--- config.mk ---
export PLATFORM = sky130hd
export DESIGN_NAME = adder_pipe
export DESIGN_NICKNAME = d
export VERILOG_FILES = /design/src/rtl/adder_pipe.sv
export SDC_FILE = /design/constraint.sdc
export NUM_CORES = 1
export LEC_CHECK = 0
export BUFFER_PORTS_ARGS = -buffer_cell sky130_fd_sc_hd__buf_2
export CAP_MARGIN = 20
export CORE_MARGIN = 3
export CORE_UTILIZATION = 40
export CTS_CLUSTER_DIAMETER = 80
export DETAILED_ROUTE_END_ITERATION = 12
export GPL_ROUTABILITY_DRIVEN = 0
export PLACE_DENSITY = 0.59
export SLEW_MARGIN = 20
export SYNTH_ARGS = -nofsm -noshare
export SYNTH_HDL_FRONTEND = slang
export SYNTH_SLANG_ARGS = --single-unit
--- constraint.sdc ---
create_clock -name clk -period 2.54 [get_ports clk]
set_input_delay 0.127 -clock clk [delete_from_list [all_inputs] [get_ports clk]]
set_output_delay 0.127 -clock clk [all_outputs]
set_load 0.02 [all_outputs]
--- src/rtl/adder_pipe.sv ---
// ---------------------------------------------------------------------------
// adder_pipe
//
// Pipelined add/subtract unit with a valid/ready handshake on both sides.
// The WIDTH-bit operands are split into STAGES equal chunks. The LSB chunk is
// summed first, and each later stage sums the next chunk using the carry
// registered by the stage before it. Operands, op and carry_in are captured
// in stage 0. The result is therefore visible STAGES+1 cycles after the input
// transfer.
//
// Parameters:
//   WIDTH   operand / sum width in bits (>= 2)
//   STAGES  number of carry-split stages (1..WIDTH, must divide WIDTH)
//
// Ports:
//   clk        sole clock, rising edge
//   rst        synchronous active-high reset (clears every stage)
//   in_valid   operand beat present
//   in_ready   block accepts a beat this cycle (low only while stalled)
//   x, y       operands
//   carry_in   carry into bit 0
//   op         0 = x + y + carry_in, 1 = x + ~y + carry_in
//   out_valid  result beat present
//   out_ready  downstream accepts the result
//   sum        result bits
//   carry_out  carry out of the MSB
//
// Optional feature:
//   ADDER_PIPE_SAT_EN  when defined, the final stage clamps sum to all-ones
//                      on add overflow and to zero on subtract underflow.
//                      carry_out still reports the raw carry.
// ---------------------------------------------------------------------------
module adder_pipe #(
    parameter int WIDTH  = 8,
    parameter int STAGES = 2
) (
    input  logic             clk,
    input  logic             rst,
    input  logic             in_valid,
    output logic             in_ready,
    input  logic [WIDTH-1:0] x,
    input  logic [WIDTH-1:0] y,
    input  logic             carry_in,
    input  logic             op,
    output logic             out_valid,
    input  logic             out_ready,
    output logic [WIDTH-1:0] sum,
    output logic             carry_out
);

    localparam int CW = WIDTH / STAGES;

    // Reject configurations that cannot be split into equal chunks.
    generate
        if (WIDTH < 2 || STAGES < 1 || STAGES > WIDTH || (WIDTH % STAGES) != 0) begin : g_bad_params
            $error("adder_pipe: WIDTH must be >= 2 and divisible by STAGES (1..WIDTH)");
        end
    endgenerate

    // Stage s holds the operands still needed by the stages after it.
    // Stage STAGES needs no operands, so these arrays stop one stage short.
    logic [WIDTH-1:0] a_q     [0:STAGES-1];
    logic [WIDTH-1:0] b_q     [0:STAGES-1];
    logic [WIDTH-1:0] sum_q   [0:STAGES];
    logic             carry_q [0:STAGES];
    logic             valid_q [0:STAGES];
`ifdef ADDER_PIPE_SAT_EN
    logic             op_q    [0:STAGES-1];
`endif

    logic [WIDTH-1:0] sum_n   [1:STAGES];
    logic             carry_n [1:STAGES];
    logic [CW:0]      chunk;
    logic             advance;

    // A stalled output freezes the whole pipeline, so the upstream handshake
    // follows out_ready combinationally.
    assign advance   = !(valid_q[STAGES] && !out_ready);
    assign in_ready  = advance;
    assign out_valid = valid_q[STAGES];
    assign sum       = sum_q[STAGES];
    assign carry_out = carry_q[STAGES];

    // Stage s adds chunk s-1 on top of the partial sum from stage s-1.
    // It uses the carry that stage s-1 registered.
    // The final stage may also saturate the assembled result.
    always_comb begin
        chunk = '0;
        for (int s = 1; s <= STAGES; s++) begin
            chunk = {1'b0, a_q[s-1][(s-1)*CW +: CW]}
                  + {1'b0, b_q[s-1][(s-1)*CW +: CW]}
                  + {{CW{1'b0}}, carry_q[s-1]};
            sum_n[s]                  = sum_q[s-1];
            sum_n[s][(s-1)*CW +: CW]  = chunk[CW-1:0];
            carry_n[s]                = chunk[CW];
        end
`ifdef ADDER_PIPE_SAT_EN
        if (!op_q[STAGES-1] && carry_n[STAGES]) begin
            sum_n[STAGES] = '1;
        end else if (op_q[STAGES-1] && !carry_n[STAGES]) begin
            sum_n[STAGES] = '0;
        end
`endif
    end

    // Pipeline registers. Reset wipes every slot, which also discards any beat
    // presented on the same edge. Otherwise, all stages move together whenever
    // the output is not stalled, and empty slots travel through as bubbles.
    always_ff @(posedge clk) begin
        if (rst) begin
            for (int s = 0; s <= STAGES; s++) begin
                valid_q[s] <= 1'b0;
                sum_q[s]   <= '0;
                carry_q[s] <= 1'b0;
            end
            for (int s = 0; s < STAGES; s++) begin
                a_q[s] <= '0;
                b_q[s] <= '0;
`ifdef ADDER_PIPE_SAT_EN
                op_q[s] <= 1'b0;
`endif
            end
        end else if (advance) begin
            valid_q[0] <= in_valid;
            a_q[0]     <= x;
            b_q[0]     <= op ? ~y : y;
            carry_q[0] <= carry_in;
            sum_q[0]   <= '0;
`ifdef ADDER_PIPE_SAT_EN
            op_q[0]    <= op;
`endif
            for (int s = 1; s <= STAGES; s++) begin
                valid_q[s] <= valid_q[s-1];
                sum_q[s]   <= sum_n[s];
                carry_q[s] <= carry_n[s];
            end
            for (int s = 1; s < STAGES; s++) begin
                a_q[s] <= a_q[s-1];
                b_q[s] <= b_q[s-1];
`ifdef ADDER_PIPE_SAT_EN
                op_q[s] <= op_q[s-1];
`endif
            end
        end
    end

endmodule
Word level (Yosys, flattened, before mapping)
Memories as Yosys holds them, arrays and structs flattened.
Cells that the tools add are included.

operators by class
  add/sub/neg operators = 4
  muxes and demuxes = 19
  bitwise logic cells = 14
  reduce and logical (&&, ||, !) cells = 3

operator list
  operator           count
  $mux 8             8
  $or 1x1->1         13
  $mux 1             11
  $add 4x4->5        2
  $add 5x1->5        2
  $not 8->8          1
  $logic_not 1->1    2
  $logic_and 1x1->1  1

storage, ports and cells
  bits in registers = 0
  memory bits (writable) = 62
  bits of input ports = 22
  output and inout bits = 11
  word-level logic and storage cells = 45
  memories = 5

memory list
  memory   depth  bits a word  read ports  clocked after memory_dff  wr ports  RTL line  source
  sum_q    3      8            3           0                         3         64        logic [WIDTH-1:0] sum_q [0:STAGES];
  a_q      2      8            2           0                         2         62        logic [WIDTH-1:0] a_q [0:STAGES-1];
  b_q      2      8            2           0                         2         63        logic [WIDTH-1:0] b_q [0:STAGES-1];
  carry_q  3      1            3           0                         3         65        logic carry_q [0:STAGES];
  valid_q  3      1            3           0                         3         66        logic valid_q [0:STAGES];

Depth between registers and ports, before layout
Gate-level depths: netlist of the first run.

  depth after elaboration = 6
  mapped depth = 6
  depth with buffers taken out = 6

Worst setup path after synthesis of the first run
No wires, ideal clock.

  kind = register to register
  start = memory valid_q[2][0] (netlist: valid_q[0][2])
  end = memory a_q[0][0] (enable)
  setup time = 0.406 ns
  arrival = 1.727 ns
  path slack = 0.407 ns
  cell stages (with the launch flop) = 3
  clock period less this slack = 2.133 ns
  path through = edfxtp_1 -> nand2b_4 -> nand2b_1

RTL lines
  what         RTL line
  from (decl)  66
  to (decl)    62

==> results_dict.tcl, run 1 <==
set metrics [dict create \
    p_per_area_nw_per_um2 676 \
    crit_type "flop to flop" \
    die-area_um2 5680 \
    die_y_um 75.4 \
    crit_buf_inv 1 \
    drive_above_1_share_pct 26.2 \
    insertion_delay_ns 0.29 \
    min_from "in_valid" \
    port_buffers 32 \
    path_clk_slew_ns 0.08 \
    rsz0062_at_grt "false" \
    crit_fanout 2 \
    ctsHoldBuffers 0 \
    clockRootBuffer "clkbuf_8" \
    cp-start-kind "flop" \
    critical-path-top-delay-family "adder cells" \
    grt_max_degree 34 \
    status "finished, final reports clean" \
    first_pass_iters 3 \
    grt_usage_pct 11.7 \
    final-seq-area_um2 1260 \
    yosys-top-cells-count "edfxtp_1, and3_1, nor2_1" \
    drv_cap 0 \
    hold_class "input pin to flop" \
    slew_violations 0 \
    ys_seq_area_share_pct 65.5 \
    synth_ff_type "edfxtp_1" \
    worst_pin_slew_ns 0.436 \
    vdd_ir_drop_max_uv 251 \
    synth_nets 168 \
    syn_area_um2 1930 \
    synthArstFlopShare_pct 0 \
    max_slew_margin_pct 70.9 \
    clock_path_buffers 2 \
    crit_arrival_ns 1.71 \
    drtIter0Drc 50 \
    setup_viol_count_final 0 \
    yosysMostFrequentCell "edfxtp_1" \
    r2r_start "a_q[0][12]$_SDFFCE_PN0P_" \
    reg2reg_slack_ns 0.86 \
    post-cts-setup-buffers 0 \
    cpMaxStageDelayCell "fa_1" \
    synth.distinct_cells 24 \
    crit_top_cell "fa_1" \
    antenna_found_initial 0 \
    crit_required_ns 2.57 \
    ys_top_cells_by_area "edfxtp_1, and3_1, fa_1" \
    viasPerCell 4.90 \
    start_util_pct 42.8 \
    synth_area_per_cell_um2 14.2 \
    wl_per_cell_um 13.2 \
    grt_pass1_wl_um 4820 \
    gr-total-overflow 0 \
    hpwl_um 1940 \
    dr_total_vias 1079 \
    remaining_drc_errors 0 \
    cts_tree "done" \
    ant_nets 0 \
    fmax_mhz 595 \
    setup_tns_ns 0 \
    leakage_nw 1.05 \
    cpPeakStageDelay_ns 0.46 \
    synth-edff-count 42 \
    finalPower_mw 1.50 \
    yosys_warnings 0 \
    worstSetupEndpointType "flop" \
    htreeDepth 2 \
    multi_input_area_um2 583 \
    area_delta_synth_final_pct 15.6 \
    num_antenna_cells 0 \
    cts_buffers 5 \
    fp.coreArea_um2 4500 \
    postCtsResizedCells 0 \
    hold_viol_final 0 \
    period_share_pct 66.2 \
    period_minus_slack_ns 1.68 \
    cts_sinks 42 \
    synth-seq-cells 42 \
    num_rows 24 \
    nets 200 \
    grt_pass1_vias 1039 \
    routed_wl_um 2900 \
    synth.largest_area_cell "edfxtp_1" \
    crit_start "a_q[0][12]$_SDFFCE_PN0P_" \
    synth_top_cell_area_share_pct 65.5 \
    clock_skew_ns 0.00903 \
    crit_chain "fa_1 > inv_1 > fa_1 > nor2b_1 > o21ai_0 > a21oi_1" \
    num_io_pins 33 \
    fill_cells 405 \
    die_w_um 75.4 \
    synthCells 136 \
]
==> metal layers <==
metal | track usage, % | wire, um | vias to the layer above
met5 | 0 | 0 | -
met4 | 6.41 | 58 | 0
met3 | 4.09 | 148 | 5
met2 | 18.0 | 1400 | 27
met1 | 14.6 | 1300 | 501
li1 | - | - | 546
==> registers in the layout (all words and copies together) (netlist names) <==
name,cells
valid_q,3
carry_q,3
a_q,12
sum_q,12
b_q,12
==> layout by cell type (no fill, tap or decap), types with 2 or more instances in the layout <==
cell	n
a21o_1	2
a21oi_1	3
and3_1	26
buf_2	32
clkbuf_8	5
edfxtp_1	42
fa_1	4
ha_1	6
inv_1	8
mux2i_1	2
nand3_1	2
nand3b_1	2
nor2_1	10
nor2b_1	4
nor3_1	2
o21ai_0	2
xnor2_1	8
==> path summary, 6_finish.rpt <==
kind	endpoint	cells past startpoint
worst max register to register	carry_q[0][2]$_SDFFCE_PN0P_	6
worst min-delay path	valid_q[0][0]$_SDFFCE_PN0P_	2
worst max-delay path	carry_q[0][2]$_SDFFCE_PN0P_	6
worst min register to register	a_q[0][15]$_SDFFCE_PN0P_	1
==> logic make-up (layout without fill, tap and decap cells) <==
family	after synthesis	after routing	synth area share, %
AO/OA/AOI/OAI	8	8	2.53
XOR/XNOR	8	8	3.64
adder cells (fa/ha/maj)	10	10	8.06
buffers and inverters	17	49	4.35
flip-flops	42	42	65.5
multiplexers	2	2	1.04
AND/OR/NAND/NOR	49	49	14.9
==> cell type report <==
cell class	instances	share of cell area [%]
Clock buffer	5	3.09
Clock inverter	2	1.52
Inverter	9	1.52
Multi-Input combinational cell	77	26.2
Sequential cell	42	56.7
Tap cell	52	2.92
Timing Repair Buffer	33	8.09
==> per-stage QoR <==
stage          hold WS, ns  setup WS, ns  instances  util, %  instance area [um^2]
6_report             0.143         0.860        220     49.4                  2230
2_1_floorplan        0.344         0.407        136        -                  1930
3_5_place_dp         0.440         0.865        213     47.1                  2120
3_3_place_gp         0.437         0.922        213     47.1                  2120
4_1_cts              0.130         0.855        220     49.4                  2230
5_1_grt              0.135         0.708        220     49.4                  2230
==> report_power, final <==
group | internal (mW) | total, mW | switching (mW)
logic | 0.0725 | 0.159 | 0.0869
clock network | 0.284 | 0.500 | 0.216
registers | 0.827 | 0.844 | 0.0171
total | 1.18 | 1.50 | 0.320
Note: power is estimated with default switching activity, not from simulation.
==> run 2, diff against run 1 <==
clock period = 1.8 ns   (was 2.54 ns; I/O delays follow)
==> run 2 against run 1 <==
  * Combinational power up 45%
  * Routed wire length up 6.0%
  * Core utilization up 0.42 points
  * Non-clock buffer count up 2
  * Die area unchanged
  * Power up 42%
  * Critical path depth unchanged
  * Register-to-register slack worse by 0.68 ns
  * Critical endpoint unchanged
  * Largest power group unchanged
  * Highest routed layer unchanged
==> results_dict.tcl, run 2 (same netlist as run 1, synthesis figures left out) <==
set metrics [dict create \
    num_io_pins 33 \
    clock_path_buffers 2 \
    crit_arrival_ns 1.65 \
    setup_tns_ns 0 \
    crit_chain "fa_1 > inv_1 > fa_1 > nor2b_1 > o21ai_1 > a21oi_1" \
    crit_type "flop to flop" \
    grt_pass1_wl_um 5150 \
    critical-path-top-delay-family "adder cells" \
    cts_tree "done" \
    clockRootBuffer "clkbuf_8" \
    mostFrequentLayoutCell "edfxtp_1" \
    area_delta_synth_final_pct 16.6 \
    hold_class "input pin to flop" \
    max_slew_margin_pct 69.2 \
    vdd_ir_drop_max_uv 485 \
    drtIter0Drc 47 \
    htreeDepth 2 \
    p_per_area_nw_per_um2 951 \
    nets 202 \
    finalWorstSetupSlack_ns 0.177 \
    fill_cells 406 \
    min_path_cells 2 \
    ff2ff_path_depth 6 \
    postCtsResizedCells 0 \
    routed_wl_um 3080 \
    rsz0062_at_grt "false" \
    fmax_mhz 616 \
    setup_viol_count_final 0 \
    pre_cts_slack_ns 0.141 \
    crit_top_cell "fa_1" \
    cts_buffers 5 \
    path_depth 6 \
    dr_total_vias 1107 \
    drv_cap 0 \
    worstSetupEndpointType "flop" \
    start_util_pct 42.8 \
    grt_max_degree 33 \
    crit_fanout 2 \
    slew_violations 0 \
    num_antenna_cells 0 \
    port_buffers 32 \
    gr-total-overflow 0 \
    reg_top3 "a_q (12), b_q (12), sum_q (12)" \
    die-area_um2 5680 \
    status "finished, final reports clean" \
    fp.coreArea_um2 4500 \
    cts_sinks 42 \
    die_y_um 75.4 \
    drive_above_1_share_pct 26.9 \
    antenna_found_initial 0 \
    clock_skew_ns 0.00423 \
    finalPower_mw 2.14 \
    ant_nets 0 \
    layout_common_cells "edfxtp_1, buf_2, and3_1" \
    die_w_um 75.4 \
    cpPeakStageDelay_ns 0.46 \
    grt_pass1_vias 1115 \
    leakage_nw 1.06 \
    grt_usage_pct 12.5 \
    wl_per_cell_um 13.8 \
    remaining_drc_errors 0 \
    period_minus_slack_ns 1.62 \
    ctsHoldBuffers 0 \
    cp-start-kind "flop" \
    post-cts-setup-buffers 0 \
    crit_buf_inv 1 \
    num_rows 24 \
    crit_required_ns 1.83 \
    path_clk_slew_ns 0.08 \
    hold_viol_final 0 \
    viasPerCell 4.96 \
    cpMaxStageDelayCell "fa_1" \
    first_pass_iters 4 \
    insertion_delay_ns 0.28 \
    hpwl_um 2120 \
    period_share_pct 90.2 \
    worst_pin_slew_ns 0.461 \
]
-- run 2: cell count changes in the layout (fill, tap and decap cells not counted) --
cell	delta
o21ai_1	+2
clkinv_1	-1
buf_4	+2
clkbuf_1	+2
o21ai_0	-2
-- run 2: worst paths after layout --
check                                              start                          end  slack (ns)
worst max-delay path            a_q[0][12]$_SDFFCE_PN0P_  carry_q[0][2]$_SDFFCE_PN0P_        0.18
worst min-delay path                                x[3]      a_q[0][3]$_SDFFCE_PN0P_        0.11
worst max register to register  a_q[0][12]$_SDFFCE_PN0P_  carry_q[0][2]$_SDFFCE_PN0P_        0.18
worst min register to register   b_q[0][7]$_SDFFCE_PN0P_     b_q[0][15]$_SDFFCE_PN0P_        0.55
-- run 2: layout make-up --
type / instances / area (um^2) / share of cell area, %
Multi-Input combinational cell: 77 / 583 / 26.0
Sequential cell: 42 / 1260 / 56.2
Clock inverter: 1 / 30.0 / 1.34
Clock buffer: 7 / 76.3 / 3.40
Inverter: 9 / 33.8 / 1.51
Timing Repair Buffer: 35 / 195 / 8.70
Tap cell: 52 / 65.1 / 2.90
-- run 2: metal layers --
| metal | GRT usage, % | vias up | routed length (um) |
|---|---|---|---|
| li1 | - | 551 | - |
| met1 | 15.7 | 519 | 1370 |
| met2 | 19.8 | 30 | 1530 |
| met3 | 3.56 | 7 | 128 |
| met4 | 6.21 | 0 | 55 |
| met5 | 0 | - | 0 |
-- run 2: report_power, final --
group	switching, mW	internal, mW	total [mW]
clock network	0.297	0.415	0.712
registers	0.0248	1.17	1.19
logic	0.127	0.104	0.231
total	0.449	1.69	2.14
-- run 2: through the flow --
| step | cells | area (um^2) | util (%) | hold WS, ns |
|---|---|---|---|---|
| 2_1_floorplan | 136 | 1930 | - | 0.307 |
| 6_report | 223 | 2240 | 49.8 | 0.111 |
| 5_1_grt | 223 | 2240 | 49.8 | 0.101 |
| 3_5_place_dp | 215 | 2140 | 47.5 | 0.405 |
| 4_1_cts | 223 | 2240 | 49.8 | 0.102 |
| 3_3_place_gp | 215 | 2140 | 47.5 | 0.398 |
